[config.mk]
export PLATFORM = sky130hd
export DESIGN_NAME = scytale_decryption
export DESIGN_NICKNAME = d
export VERILOG_FILES = /design/src/rtl/decryption_pkg.sv /design/src/rtl/scytale_char_buffer.sv /design/src/rtl/scytale_decryption.sv
export SDC_FILE = /design/constraint.sdc
export NUM_CORES = 1
export LEC_CHECK = 0
export ABC_AREA = 1
export CAP_MARGIN = 10
export CORE_MARGIN = 2
export CORE_UTILIZATION = 40
export CTS_BUF_LIST = sky130_fd_sc_hd__clkbuf_4 sky130_fd_sc_hd__clkbuf_8
export DETAILED_ROUTE_END_ITERATION = 10
export GPL_TIMING_DRIVEN = 0
export PLACE_DENSITY = 0.63
export SYNTH_ARGS = -nofsm -noshare
export SYNTH_HDL_FRONTEND = slang
export SYNTH_HIERARCHICAL = 1
export SYNTH_SLANG_ARGS = --single-unit
[constraint.sdc]
create_clock -name clk -period 3.45 [get_ports clk]
set_input_delay 0.8625 -clock clk [delete_from_list [all_inputs] [get_ports clk]]
set_output_delay 0.8625 -clock clk [all_outputs]
set_load 0.05 [all_outputs]
[src/rtl/decryption_pkg.sv]
// Definitions shared by the decryption engines: FSM states, the start token
// and default character/buffer sizes.
package decryption_pkg;

    localparam int CHAR_WIDTH        = 8;
    localparam int MAX_NOF_CHARS_DEF = 50;
    localparam logic [CHAR_WIDTH-1:0] START_DECRYPTION_TOKEN = 8'hFA;

    typedef enum logic {
        IDLE    = 1'b0,
        DECRYPT = 1'b1
    } dec_state_e;

endpackage

[src/rtl/scytale_char_buffer.sv]
// Single-port character store with a registered read port; the read register
// returns 0 on cycles without a read so it can drive a data output directly.
module scytale_char_buffer #(
    parameter int DEPTH   = 50,
    parameter int D_WIDTH = 8,
    parameter int AW      = $clog2(DEPTH)
) (
    input  logic               clk,
    input  logic               rst_n,
    input  logic               we,
    input  logic [AW-1:0]      waddr,
    input  logic [D_WIDTH-1:0] wdata,
    input  logic               re,
    input  logic [AW-1:0]      raddr,
    output logic [D_WIDTH-1:0] rdata_q
);

    logic [D_WIDTH-1:0] mem_q [DEPTH];
    logic [D_WIDTH-1:0] rdata_d;

    always_ff @(posedge clk) begin
        if (we) begin
            mem_q[waddr] <= wdata;
        end
    end

    always_comb begin
        rdata_d = '0;
        if (re) begin
            rdata_d = mem_q[raddr];
        end
    end

    always_ff @(posedge clk or negedge rst_n) begin
        if (!rst_n) begin
            rdata_q <= '0;
        end else begin
            rdata_q <= rdata_d;
        end
    end

endmodule

[src/rtl/scytale_decryption.sv]
// Scytale decryption engine: collects one ciphertext message, then on the
// start token replays it column-wise (scytale order) as plaintext.
module scytale_decryption #(
    parameter int D_WIDTH       = decryption_pkg::CHAR_WIDTH,
    parameter int KEY_WIDTH     = 8,
    parameter int MAX_NOF_CHARS = decryption_pkg::MAX_NOF_CHARS_DEF,
    parameter logic [D_WIDTH-1:0] START_DECRYPTION_TOKEN = decryption_pkg::START_DECRYPTION_TOKEN
) (
    input  logic                 clk,
    input  logic                 rst_n,
    input  logic [D_WIDTH-1:0]   data_i,
    input  logic                 valid_i,
    input  logic [KEY_WIDTH-1:0] key_N,
    input  logic [KEY_WIDTH-1:0] key_M,
    output logic [D_WIDTH-1:0]   data_o,
    output logic                 valid_o,
    output logic                 busy,
    output logic                 err_o
);
    import decryption_pkg::*;

    localparam int IDX_W = $clog2(MAX_NOF_CHARS);
    localparam int CNT_W = $clog2(MAX_NOF_CHARS + 1);
    localparam int PRD_W = 2 * KEY_WIDTH;
    localparam logic [CNT_W-1:0] MAX_CNT = CNT_W'(MAX_NOF_CHARS);

    dec_state_e state_q, state_d;
    logic [CNT_W-1:0]     count_q, count_d;
    logic                 ovf_q, ovf_d;
    logic [KEY_WIDTH-1:0] n_q, n_d, m_q, m_d;
    logic [KEY_WIDTH-1:0] c_q, c_d, r_q, r_d;
    logic [IDX_W-1:0]     addr_q, addr_d;
    logic                 drain_q, drain_d;
    logic                 valid_q, valid_d;
    logic                 busy_q, busy_d;
    logic                 err_q, err_d;
    logic                 we, re;
    logic [PRD_W-1:0]     prod;
    logic                 legal;

    assign prod  = PRD_W'(key_N) * PRD_W'(key_M);
    assign legal = (key_N != '0) && (key_M != '0) && (prod == PRD_W'(count_q)) && !ovf_q;

    always_comb begin
        state_d = state_q;
        count_d = count_q;
        ovf_d   = ovf_q;
        n_d     = n_q;
        m_d     = m_q;
        c_d     = c_q;
        r_d     = r_q;
        addr_d  = addr_q;
        drain_d = drain_q;
        err_d   = 1'b0;
        we      = 1'b0;
        re      = 1'b0;
        case (state_q)
            IDLE: begin
                if (valid_i) begin
                    if (data_i != START_DECRYPTION_TOKEN) begin
                        if (count_q < MAX_CNT) begin
                            we      = 1'b1;
                            count_d = count_q + CNT_W'(1);
                        end else begin
                            ovf_d = 1'b1;
                        end
                    end else begin
                        n_d = key_N;
                        m_d = key_M;
                        if (legal) begin
                            state_d = DECRYPT;
                            addr_d  = '0;
                            c_d     = '0;
                            r_d     = '0;
                            drain_d = 1'b0;
                        end else begin
                            err_d   = 1'b1;
                            count_d = '0;
                            ovf_d   = 1'b0;
                        end
                    end
                end
            end
            DECRYPT: begin
                // drain cycle keeps busy high while the last character is on data_o
                if (drain_q) begin
                    state_d = IDLE;
                    drain_d = 1'b0;
                    count_d = '0;
                    ovf_d   = 1'b0;
                    c_d     = '0;
                    r_d     = '0;
                    addr_d  = '0;
                end else begin
                    re = 1'b1;
                    if (c_q == n_q - KEY_WIDTH'(1)) begin
                        c_d = '0;
                        if (r_q == m_q - KEY_WIDTH'(1)) begin
                            drain_d = 1'b1;
                        end else begin
                            r_d    = r_q + KEY_WIDTH'(1);
                            addr_d = IDX_W'(r_q) + IDX_W'(1);
                        end
                    end else begin
                        c_d    = c_q + KEY_WIDTH'(1);
                        addr_d = addr_q + IDX_W'(m_q);
                    end
                end
            end
            default: state_d = IDLE;
        endcase
        valid_d = re;
        busy_d  = (state_d == DECRYPT);
    end

    always_ff @(posedge clk or negedge rst_n) begin
        if (!rst_n) begin
            state_q <= IDLE;
            count_q <= '0;
            ovf_q   <= 1'b0;
            n_q     <= '0;
            m_q     <= '0;
            c_q     <= '0;
            r_q     <= '0;
            addr_q  <= '0;
            drain_q <= 1'b0;
            valid_q <= 1'b0;
            busy_q  <= 1'b0;
            err_q   <= 1'b0;
        end else begin
            state_q <= state_d;
            count_q <= count_d;
            ovf_q   <= ovf_d;
            n_q     <= n_d;
            m_q     <= m_d;
            c_q     <= c_d;
            r_q     <= r_d;
            addr_q  <= addr_d;
            drain_q <= drain_d;
            valid_q <= valid_d;
            busy_q  <= busy_d;
            err_q   <= err_d;
        end
    end

    scytale_char_buffer #(
        .DEPTH   (MAX_NOF_CHARS),
        .D_WIDTH (D_WIDTH),
        .AW      (IDX_W)
    ) u_buf (
        .clk     (clk),
        .rst_n   (rst_n),
        .we      (we),
        .waddr   (IDX_W'(count_q)),
        .wdata   (data_i),
        .re      (re),
        .raddr   (addr_q),
        .rdata_q (data_o)
    );

    assign valid_o = valid_q;
    assign busy    = busy_q;
    assign err_o   = err_q;

endmodule

==> results.txt, run 1 <==
CTS tree - done
first-pass GRT wire length - 99130 um
main combinational cell family by area after synthesis - simple AND/OR/NAND/NOR gates
CTS Root Cell - clkbuf_8
Post-Syn Area - 23580 sq um
num rows - 89
CTS Hold Bufs - 0
final WL - 64190 um
syn nets - 2666
Setup WS post-layout - -0.8306 ns
layout cells sized above 1 - 15.71%
Startpoint Class - primary input
f_max - 0.2336 GHz
Avg Cell Area, Syn - 9.227 sq um
via count - 17674
delay of the slowest cell on the worst path - 0.52 ns
first-pass iteration count of the detailed router - 7
combinational share of power - 18.2%
failing checks - negative setup slack
Die ar. - 60920 sq um
# H-tree levels - 3
worst setup path class - primary input to register
Leak - 12.26 nW
Hold Fails Final Rpt - 0
Main synth FF type - edfxtp_1
Post-Synthesis Cells - 2556
HPWL after DPL - 44740 um
Worst Path Buf+Inv - 7
Setup crit end kind - register
Clk network pwr share - 36.2%
Setup WS pre-CTS - -2.032 ns
worst slew pin tran - 0.8941 ns
power density cells - 499.4 nW/um^2
io pins - 38
crit-path max FO - 5
die width - 246.8 um
internal power - 9.870 mW
skew final - 0.04298 ns
Filler cells - 5426
register share of total power - 45.6%
Yosys cell types - 38
ANT cells - 0
Synth Area in XOR/XNOR - 1.523%
adder-cell share of the synthesized area - 5.581%
Initial Util - 40.19%
final setup vio count - 32
final period utilization - 124.1%
hold_ws - 0.3074 ns
HP Class - primary input to asynchronous set/reset pin
max-slew violations - 0
final RePlAce weighted congestion - 0.9308
IO buf count - 23
flops & latches, synth - 457
Synth Area in Compound Gates - 1.316%
clk_lat worst skew - 0.68 ns
Slowest cell on crit path - fa_1
Nets - 2813
GRT overflow - 0
Crit path required time - 4.04 ns
GRT Resource Usage Total - 21.46%
Final Critical Period - 4.281 ns
commonest cells after routing, fill and taps aside - 820 x nand2_1, 400 x edfxtp_1, 394 x inv_1
antenna violations before repair - 0
maximum vdd drop - 0.0002853 V
antenna viol nets, final - 0
DR WL/cell - 18.16 um
DR iter-0 viols - 1580
die height - 246.8 um
Area growth syn-to-layout - 17.77%
crit path DAT - 4.87 ns
Post-Layout Cell Count - 3535
post-synthesis mux area share - 0.1910%
# Max-Cap Violations - 0
CTS Buffer Depth - 3
YS warnings - 6
switching share of power - 28.85%
Post-Synth Simple-Gate Area - 24.77%
sequential area share after synthesis - 56.98%
Vias/cell - 5.000
clk sinks - 457
most common library cell in the layout ignoring fill and taps - nand2_1
CTS Buf Count - 78
Top delay family on crit path - adder cells
largest net degree at the start of global routing - 58
Clock transition at path regs - 0.06 ns
critical path's most frequent cell - nand2_2
Core Box Area - 58690 sq um
Net Sw Power - 4.002 mW
Async S/R FF share, synth - 12.47%
DRC Markers - 0
outcome - finished, violations left
RSZ-0062 raised after global routing - yes
vias in the first global route - 17722
Post-Place Cells - 3360
Slew HR - 40.40%
EDFF count, synth - 400
sequential cells by signal (all words and copies together) (netlist names):
signal,count
u_buf/rdata_q,8
busy,1
m_q,8
ovf_q,1
drain_q,1
count_q,6
n_q,8
c_q,8
r_q,8
err_o,1
valid_o,1
u_buf/mem_q,400
addr_q,6
final timing paths:
path	depth (start not counted)	slack, ns	startpoint	end
hold reg to reg	2	0.49	ovf_q	ovf_q
min in group clk	2	0.49	ovf_q	ovf_q
setup / recovery	26	-0.83	key_N[6]	r_q[6]
max in group asynchronous	1	2.60	rst_n	count_q[0]
setup reg to reg	7	0.54	busy	u_buf/mem_q[9][5]
hold / removal	1	0.31	rst_n	r_q[5]
per-stage QoR:
stage | total power, mW | setup TNS [ns] | utilization (%) | instance area (sq um)
final | 13.87 | -24.77 | 47.33 | 27780
after global routing | 14.50 | -31.41 | 47.33 | 27780
after CTS | 13.81 | -23.94 | 46.89 | 27520
after detailed placement | 8.479 | -425.01 | 42.64 | 25020
after global placement | 8.443 | -1164.79 | 42.44 | 24910
after floorplan | 7.883 | -35.46 | - | 23710
layout make-up:
type | count | area, sq um | area share [%]
multi-input combinational | 1581 | 8566 | 30.84
timing repair buffer | 67 | 739.5 | 2.662
inverter | 408 | 1531 | 5.514
clock buffer | 109 | 1350 | 4.861
tap | 773 | 967.2 | 3.482
clock inverter | 30 | 252.7 | 0.9099
buffer | 110 | 930.9 | 3.352
sequential | 457 | 13440 | 48.38
cells in the mapped netlist, drive strengths merged (16+ instances only):
library cell	n	area share [%]
ha	46	2.4
nor2	166	2.7
clkbuf	18	0.29
nand3	325	7.0
fa	37	3.1
a21oi	30	0.64
nand2	862	14
inv	408	6.5
edfxtp	400	51
nor3	16	0.39
buf	92	2.9
dfrtp	57	6.0
o21ai	19	0.40
xor2	27	1.0
cell families after synthesis:
kind of cell / after synthesis
mux: 4
xor+xnor: 41
buf+inv: 518
simple gates: 1394
compound gates: 59
fa+ha+maj: 83
flops: 457
power groups by stage:
stage / Sequential, mW / Clock [mW] / Combinational, mW
4_1_cts: 6.32 / 5.11 / 2.38
6_report: 6.33 / 5.02 / 2.53
2_1_floorplan: 6.40 / 0 / 1.48
3_5_place_dp: 6.44 / 0 / 2.04
3_3_place_gp: 6.44 / 0 / 2.00
5_1_grt: 6.34 / 5.36 / 2.80
routing by layer:
metal | up-vias | track usage (%) | share of wire [%]
li1 | 8452 | - | -
met1 | 8469 | 26.91 | 42
met2 | 620 | 37.09 | 49
met3 | 133 | 4.222 | 6.9
met4 | 0 | 7.087 | 2.9
met5 | - | 0 | 0
timing repair:
item / in CTS / in global routing
setup buffers: 30 / 5
gates resized for setup: 162 / 54
cloned: 2 / 0
setup endpoints to repair: 390 / 363
pin swaps: 43 / 20
hold endpoints to repair: 0 / 0
No activity file was read; power rests on OpenSTA's default activity.
==> inputs of run 2 (changes only) <==
- PLACE_DENSITY: 0.63 -> 0.54
==> run 2 against run 1 <==
The run still ends with negative setup slack left. Highest routed layer unchanged. Clock skew is essentially flat. Via count shrank 0.21%. Critical path type unchanged. Flip-flop and latch count is the same. Register-to-register slack gained 0.05 ns. Global-route usage grew 0.98 points.
==> results.txt, run 2 (synthesized netlist as in run 1, its figures left out) <==
outcome - finished, violations left (unchanged)
failing checks - negative setup slack (unchanged)
antenna viol nets, final - 0 (unchanged)
Slowest cell on crit path - fa_2 (was fa_1)
via count - 17637 (was 17674)
# H-tree levels - 3 (unchanged)
f_max - 0.2292 GHz (was 0.2336 GHz)
power density cells - 496.2 nW/um^2 (was 499.4 nW/um^2)
critical path startpoint - key_N[6] (unchanged)
GRT Resource Usage Total - 22.44% (was 21.46%)
clk sinks - 457 (unchanged)
Final Util - 47.33% (about the same)
max FFs per register - 400 (unchanged)
clk_lat worst skew - 0.67 ns (was 0.68 ns)
R2R Path Start - count_q[3] (was busy)
maximum vdd drop - 0.0002718 V (was 0.0002853 V)
final WL - 67430 um (was 64190 um)
Final Critical Period - 4.363 ns (was 4.281 ns)
CTS Buffer Depth - 3 (unchanged)
Core Box Area - 58690 sq um (unchanged)
HPWL after DPL - 46870 um (was 44740 um)
Setup WS pre-CTS - -2.086 ns (was -2.032 ns)
Setup Total Neg Slack - -27.47 ns (was -24.77 ns)
IO buf count - 23 (unchanged)
Hold Fails Final Rpt - 0 (unchanged)
total power - 13.78 mW (was 13.87 mW)
crit path DAT - 4.95 ns (was 4.87 ns)
antenna violations before repair - 1 (was 0)
Setup WS post-layout - -0.9135 ns (was -0.8306 ns)
num rows - 89 (unchanged)
final setup vio count - 32 (unchanged)
Startpoint Class - primary input (unchanged)
register area - 13440 sq um (unchanged)
CTS Buf Count - 80 (was 78)
final period utilization - 126.5% (was 124.1%)
Filler cells - 5490 (was 5426)
Vias/cell - 4.996 (was 5.000)
layout cells sized above 1 - 15.78% (was 15.71%)
Setup crit end kind - register (unchanged)
skew final - 0.04317 ns (was 0.04298 ns)
io pins - 38 (unchanged)
first-pass iteration count of the detailed router - 6 (was 7)
die height - 246.8 um (unchanged)
DRC Markers - 0 (unchanged)
largest net degree at the start of global routing - 58 (unchanged)
CTS Root Cell - clkbuf_8 (unchanged)
HP Class - primary input to asynchronous set/reset pin (unchanged)
Biggest register - u_buf/mem_q (unchanged)
DR WL/cell - 19.10 um (was 18.16 um)
Clock transition at path regs - 0.06 ns (about the same)
vias in the first global route - 17390 (was 17722)
Crit path required time - 4.04 ns (about the same)
area of the multi-input gates - 8602 sq um (was 8566 sq um)
die width - 246.8 um (unchanged)
delay of the slowest cell on the worst path - 0.59 ns (was 0.52 ns)
Slew HR - 37.25% (was 40.40%)
GRT overflow - 0 (unchanged)
# Max-Cap Violations - 0 (unchanged)
Initial Util - 40.19% (unchanged)
Nets - 2813 (unchanged)
final RePlAce weighted congestion - 0.9159 (was 0.9308)
RSZ-0062 raised after global routing - yes (unchanged)
CTS tree - done (unchanged)
commonest cells after routing, fill and taps aside - 816 x nand2_1, 400 x edfxtp_1, 396 x inv_1 (was 820 x nand2_1, 400 x edfxtp_1, 394 x inv_1)
Leak - 12.20 nW (was 12.26 nW)
crit-path max FO - 5 (unchanged)
most common library cell in the layout ignoring fill and taps - nand2_1 (unchanged)
hold_ws - 0.2878 ns (was 0.3074 ns)
DR iter-0 viols - 1363 (was 1580)
worst slew pin tran - 0.9387 ns (was 0.8941 ns)
Die ar. - 60920 sq um (unchanged)
worst setup path class - primary input to register (unchanged)
max-slew violations - 0 (unchanged)
Area growth syn-to-layout - 17.78% (was 17.77%)
first-pass GRT wire length - 102200 um (was 99130 um)
## run 2: cell types whose count changed in the layout (fill, tap and decap cells not counted), moves of 3 or more
cell,before,now
buf_4,57,50
nand2_2,30,37
nor2_4,42,47
clkinvlp_4,0,3
buf_8,5,9
nand2_1,820,816
o21ai_1,11,8
nor2_2,19,15
o21ai_2,1,4
inv_2,14,11
## run 2: path summary, 6_finish.rpt
check | endpoint | slack [ns] | depth (start not counted)
max | addr_q[4] | -0.91 | 25
min | c_q[6] | 0.29 | 1
max reg2reg | u_buf/mem_q[1][1] | 0.59 | 7
min reg2reg | ovf_q | 0.49 | 2
max in group asynchronous | count_q[4] | 2.61 | 1
min in group clk | ovf_q | 0.49 | 2
## run 2: final cells by class
class                           count  share of cell area, %
Buffer                            110                  3.279
Clock inverter                     28                 0.7838
Inverter                          408                  5.523
Tap cell                          773                  3.482
Antenna cell                        1               0.009009
Clock buffer                      107                  4.784
Sequential cell                   457                  48.38
Multi-Input combinational cell   1581                  30.97
Timing Repair Buffer               65                  2.793
## run 2: critical path, delay by kind of cell
kind,cells,cell delay (ns)
adders and majority gates,5,2.22
and+or+nand+nor,12,1.13
buffers and inverters,7,0.57
AOI/OAI and AO/OA,1,0.15
## run 2: stage by stage
stage               cells  cell area (sq um)
floorplan            2556              23710
global placement     3352              24910
detailed placement   3360              25020
CTS                  3519              27330
global route         3530              27780
finish               3530              27780
## run 2: power by group
group          internal [mW]  switching, mW
combinational          0.875           1.66
sequential              6.21          0.125
clock                   2.66           2.25
## run 2: repair_timing
| action | CTS | global route |
|---|---|---|
| gates cloned | 2 | 0 |
| pin swaps | 37 | 48 |
| setup buffers | 22 | 10 |
| hold buffers | 0 | 0 |
| gates resized for setup | 143 | 78 |
| setup endpoints to repair | 409 | 395 |
## run 2: metal layers
layer | global-route usage (%) | part of all wire [%]
met5 | 0 | 0
met4 | 8.505 | 3.6
met3 | 3.126 | 5.1
met2 | 38.56 | 49
met1 | 28.75 | 42
==> inputs of run 3 (changes only) <==
- GPL_ROUTABILITY_DRIVEN: unset -> 0
- clock period: 3.45 -> 4.3 ns (I/O delays scaled with it)
==> run 3 against run 2 <==
The flow still finishes with violations (negative setup slack). Largest power group unchanged. Clock-buffer cell count up 13. Hold slack better by 0.18 ns. Total power down 20%. Worst setup slack better by 0.65 ns. Via count down 1.4%. First-iteration DRC count up 1.8%. Combinational power down 27%. Sequential share of layout area up 0.91 points. Critical path depth down 1.
==> results.txt, run 3 (synthesized netlist as in run 1, its figures left out) <==
# H-tree levels - 3 (unchanged)
hold_ws - 0.4695 ns (was 0.2878 ns)
first-pass iteration count of the detailed router - 6 (unchanged)
DR WL/cell - 18.70 um (was 19.10 um)
Reg2Reg Depth - 7 (unchanged)
GRT Resource Usage Total - 22.12% (was 22.44%)
largest net degree at the start of global routing - 44 (was 58)
Post-Layout Inst Area - 27260 sq um (was 27780 sq um)
Setup crit end kind - register (unchanged)
clk_lat worst skew - 0.66 ns (was 0.67 ns)
Crit Reg-Reg Endpoint - u_buf/mem_q[19][7] (was u_buf/mem_q[1][1])
antenna viol nets, final - 0 (unchanged)
vias in the first global route - 17077 (was 17390)
Area after DPL - 25040 sq um (was 25020 sq um)
CTS tree - done (unchanged)
max FFs per register - 400 (unchanged)
Initial Util - 40.19% (unchanged)
maximum vdd drop - 0.0002461 V (was 0.0002718 V)
Biggest register - u_buf/mem_q (unchanged)
Clock transition at path regs - 0.06 ns (about the same)
num rows - 89 (unchanged)
CTS Buffer Depth - 3 (unchanged)
final WL - 65910 um (was 67430 um)
final setup vio count - 30 (was 32)
skew final - 0.01371 ns (was 0.04317 ns)
HPWL after DPL - 46290 um (was 46870 um)
crit path DAT - 5.15 ns (was 4.95 ns)
Crit path required time - 4.89 ns (was 4.04 ns)
outcome - finished, violations left (unchanged)
Setup WS post-layout - -0.2678 ns (was -0.9135 ns)
DR iter-0 viols - 1387 (was 1363)
worst slew pin tran - 0.9506 ns (was 0.9387 ns)
delay of the slowest cell on the worst path - 0.53 ns (was 0.59 ns)
total power - 10.99 mW (was 13.78 mW)
CTS Root Cell - clkbuf_8 (unchanged)
Area growth syn-to-layout - 15.61% (was 17.78%)
R2R Path Start - busy (was count_q[3])
Slew HR - 36.39% (was 37.25%)
Setup WS pre-CTS - -1.421 ns (was -2.086 ns)
most common library cell in the layout ignoring fill and taps - nand2_1 (unchanged)
via count - 17392 (was 17637)
register area - 13440 sq um (unchanged)
Setup crit end - addr_q[5] (was addr_q[4])
f_max - 0.2189 GHz
commonest cells after routing, fill and taps aside - 827 x nand2_1, 400 x edfxtp_1, 392 x inv_1 (was 816 x nand2_1, 400 x edfxtp_1, 396 x inv_1)
GRT overflow - 0 (unchanged)
die height - 246.8 um (unchanged)
max-slew violations - 0 (unchanged)
Die ar. - 60920 sq um (unchanged)
worst setup path class - primary input to register (unchanged)
layout cells sized above 1 - 13.81% (was 15.78%)
HP Class - primary input to asynchronous set/reset pin (unchanged)
antenna violations before repair - 1 (unchanged)
die width - 246.8 um (unchanged)
power density cells - 403.1 nW/um^2 (was 496.2 nW/um^2)
IO buf count - 23 (unchanged)
DRC Markers - 0 (unchanged)
Startpoint Class - primary input (unchanged)
Nets - 2800 (was 2813)
io pins - 38 (unchanged)
Vias/cell - 4.934 (was 4.996)
Core Box Area - 58690 sq um (unchanged)
CTS Buf Count - 79 (was 80)
final period utilization - 106.2%
critical path startpoint - key_M[2] (was key_N[6])
first-pass GRT wire length - 100500 um (was 102200 um)
crit path cell chain - buf_12 -> buf_6 -> nand2_4 -> fa_1 -> fa_1 -> fa_1 -> fa_1 -> inv_2 -> ha_4 -> nand2_2 -> nand2_1 -> a21oi_2 -> nand2_2 -> nand2_2 -> nand2_1 -> nor2_1 -> nand2_1 -> nor2_4 -> nand4_4 -> nand2_4 -> buf_12 -> buf_8 -> nand3_2 -> nand2_1
RSZ-0062 raised after global routing - yes (unchanged)
Slowest cell on crit path - fa_1 (was fa_2)
Final Critical Period - 4.568 ns
R2R Setup Slk - 0.79 ns (was 0.59 ns)
area of the multi-input gates - 8243 sq um (was 8602 sq um)
Filler cells - 5575 (was 5490)
# Max-Cap Violations - 0 (unchanged)
Leak - 12.13 nW (was 12.20 nW)
clk sinks - 457 (unchanged)
Hold Fails Final Rpt - 0 (unchanged)
crit-path max FO - 5 (unchanged)
failing checks - negative setup slack (unchanged)
## run 3: changes by cell type in the layout (fill, tap and decap cells not counted), sizes merged
cell	change
clkinv	-3
clkdlybuf4s15	+1
clkbuf	+14
inv	-3
bufinv	-1
clkinvlp	+1
buf	-14
## run 3: area by class of cell
class / instances / area share (%)
Sequential cell: 457 / 49.29
Multi-Input combinational cell: 1581 / 30.23
Inverter: 408 / 5.617
Clock buffer: 120 / 5.484
Tap cell: 773 / 3.547
Buffer: 110 / 3.231
Timing Repair Buffer: 53 / 2.111
Clock inverter: 22 / 0.4819
Antenna cell: 1 / 0.009178
## run 3: worst min-delay path by stage
stage / startpoint / to / cells after the start
CTS: rst_n / c_q[6] / 1
detailed placement: ovf_q / ovf_q / 2
finish: rst_n / c_q[6] / 1
floorplan: ovf_q / ovf_q / 2
global placement: ovf_q / ovf_q / 2
global route: rst_n / c_q[6] / 1
## run 3: worst max-delay path: cells and delay by family
kind / cells / cell delay [ns]
fa+ha+maj: 5 / 2.27
simple gates: 13 / 1.14
buf+inv: 5 / 0.52
compound gates: 1 / 0.15
## run 3: per-stage QoR
stage	cells	TNS (ns)	utilization, %
3_5_place_dp	3361	-180.12	42.67
3_3_place_gp	3352	-868.50	42.44
5_1_grt	3525	-23.50	46.46
6_report	3525	-6.767	46.46
2_1_floorplan	2556	-15.06	-
4_1_cts	3521	-4.672	46.04
## run 3: power by group
group          internal, mW  total, mW  switching [mW]  leakage [nW]
Clock                  2.27       4.06            1.79         0.853
Sequential             4.99       5.08          0.0906          4.34
Combinational         0.655       1.86            1.20          6.94
Total                  7.91       11.0            3.08          12.1
## run 3: repair_timing
| action | in CTS | in global routing |
|---|---|---|
| gates cloned | 1 | 1 |
| setup buffers | 17 | 3 |
| hold endpoints to repair | 0 | 0 |
| setup endpoints to repair | 32 | 160 |
| resized for setup | 55 | 64 |
| pin swaps | 26 | 30 |
| hold buffers | 0 | 0 |
## run 3: metal layers
layer	wire length, um	global-route usage (%)
met2	32120	37.97
met3	3587	3.202
met4	1946	8.292
met5	0	0
met1	28250	28.33
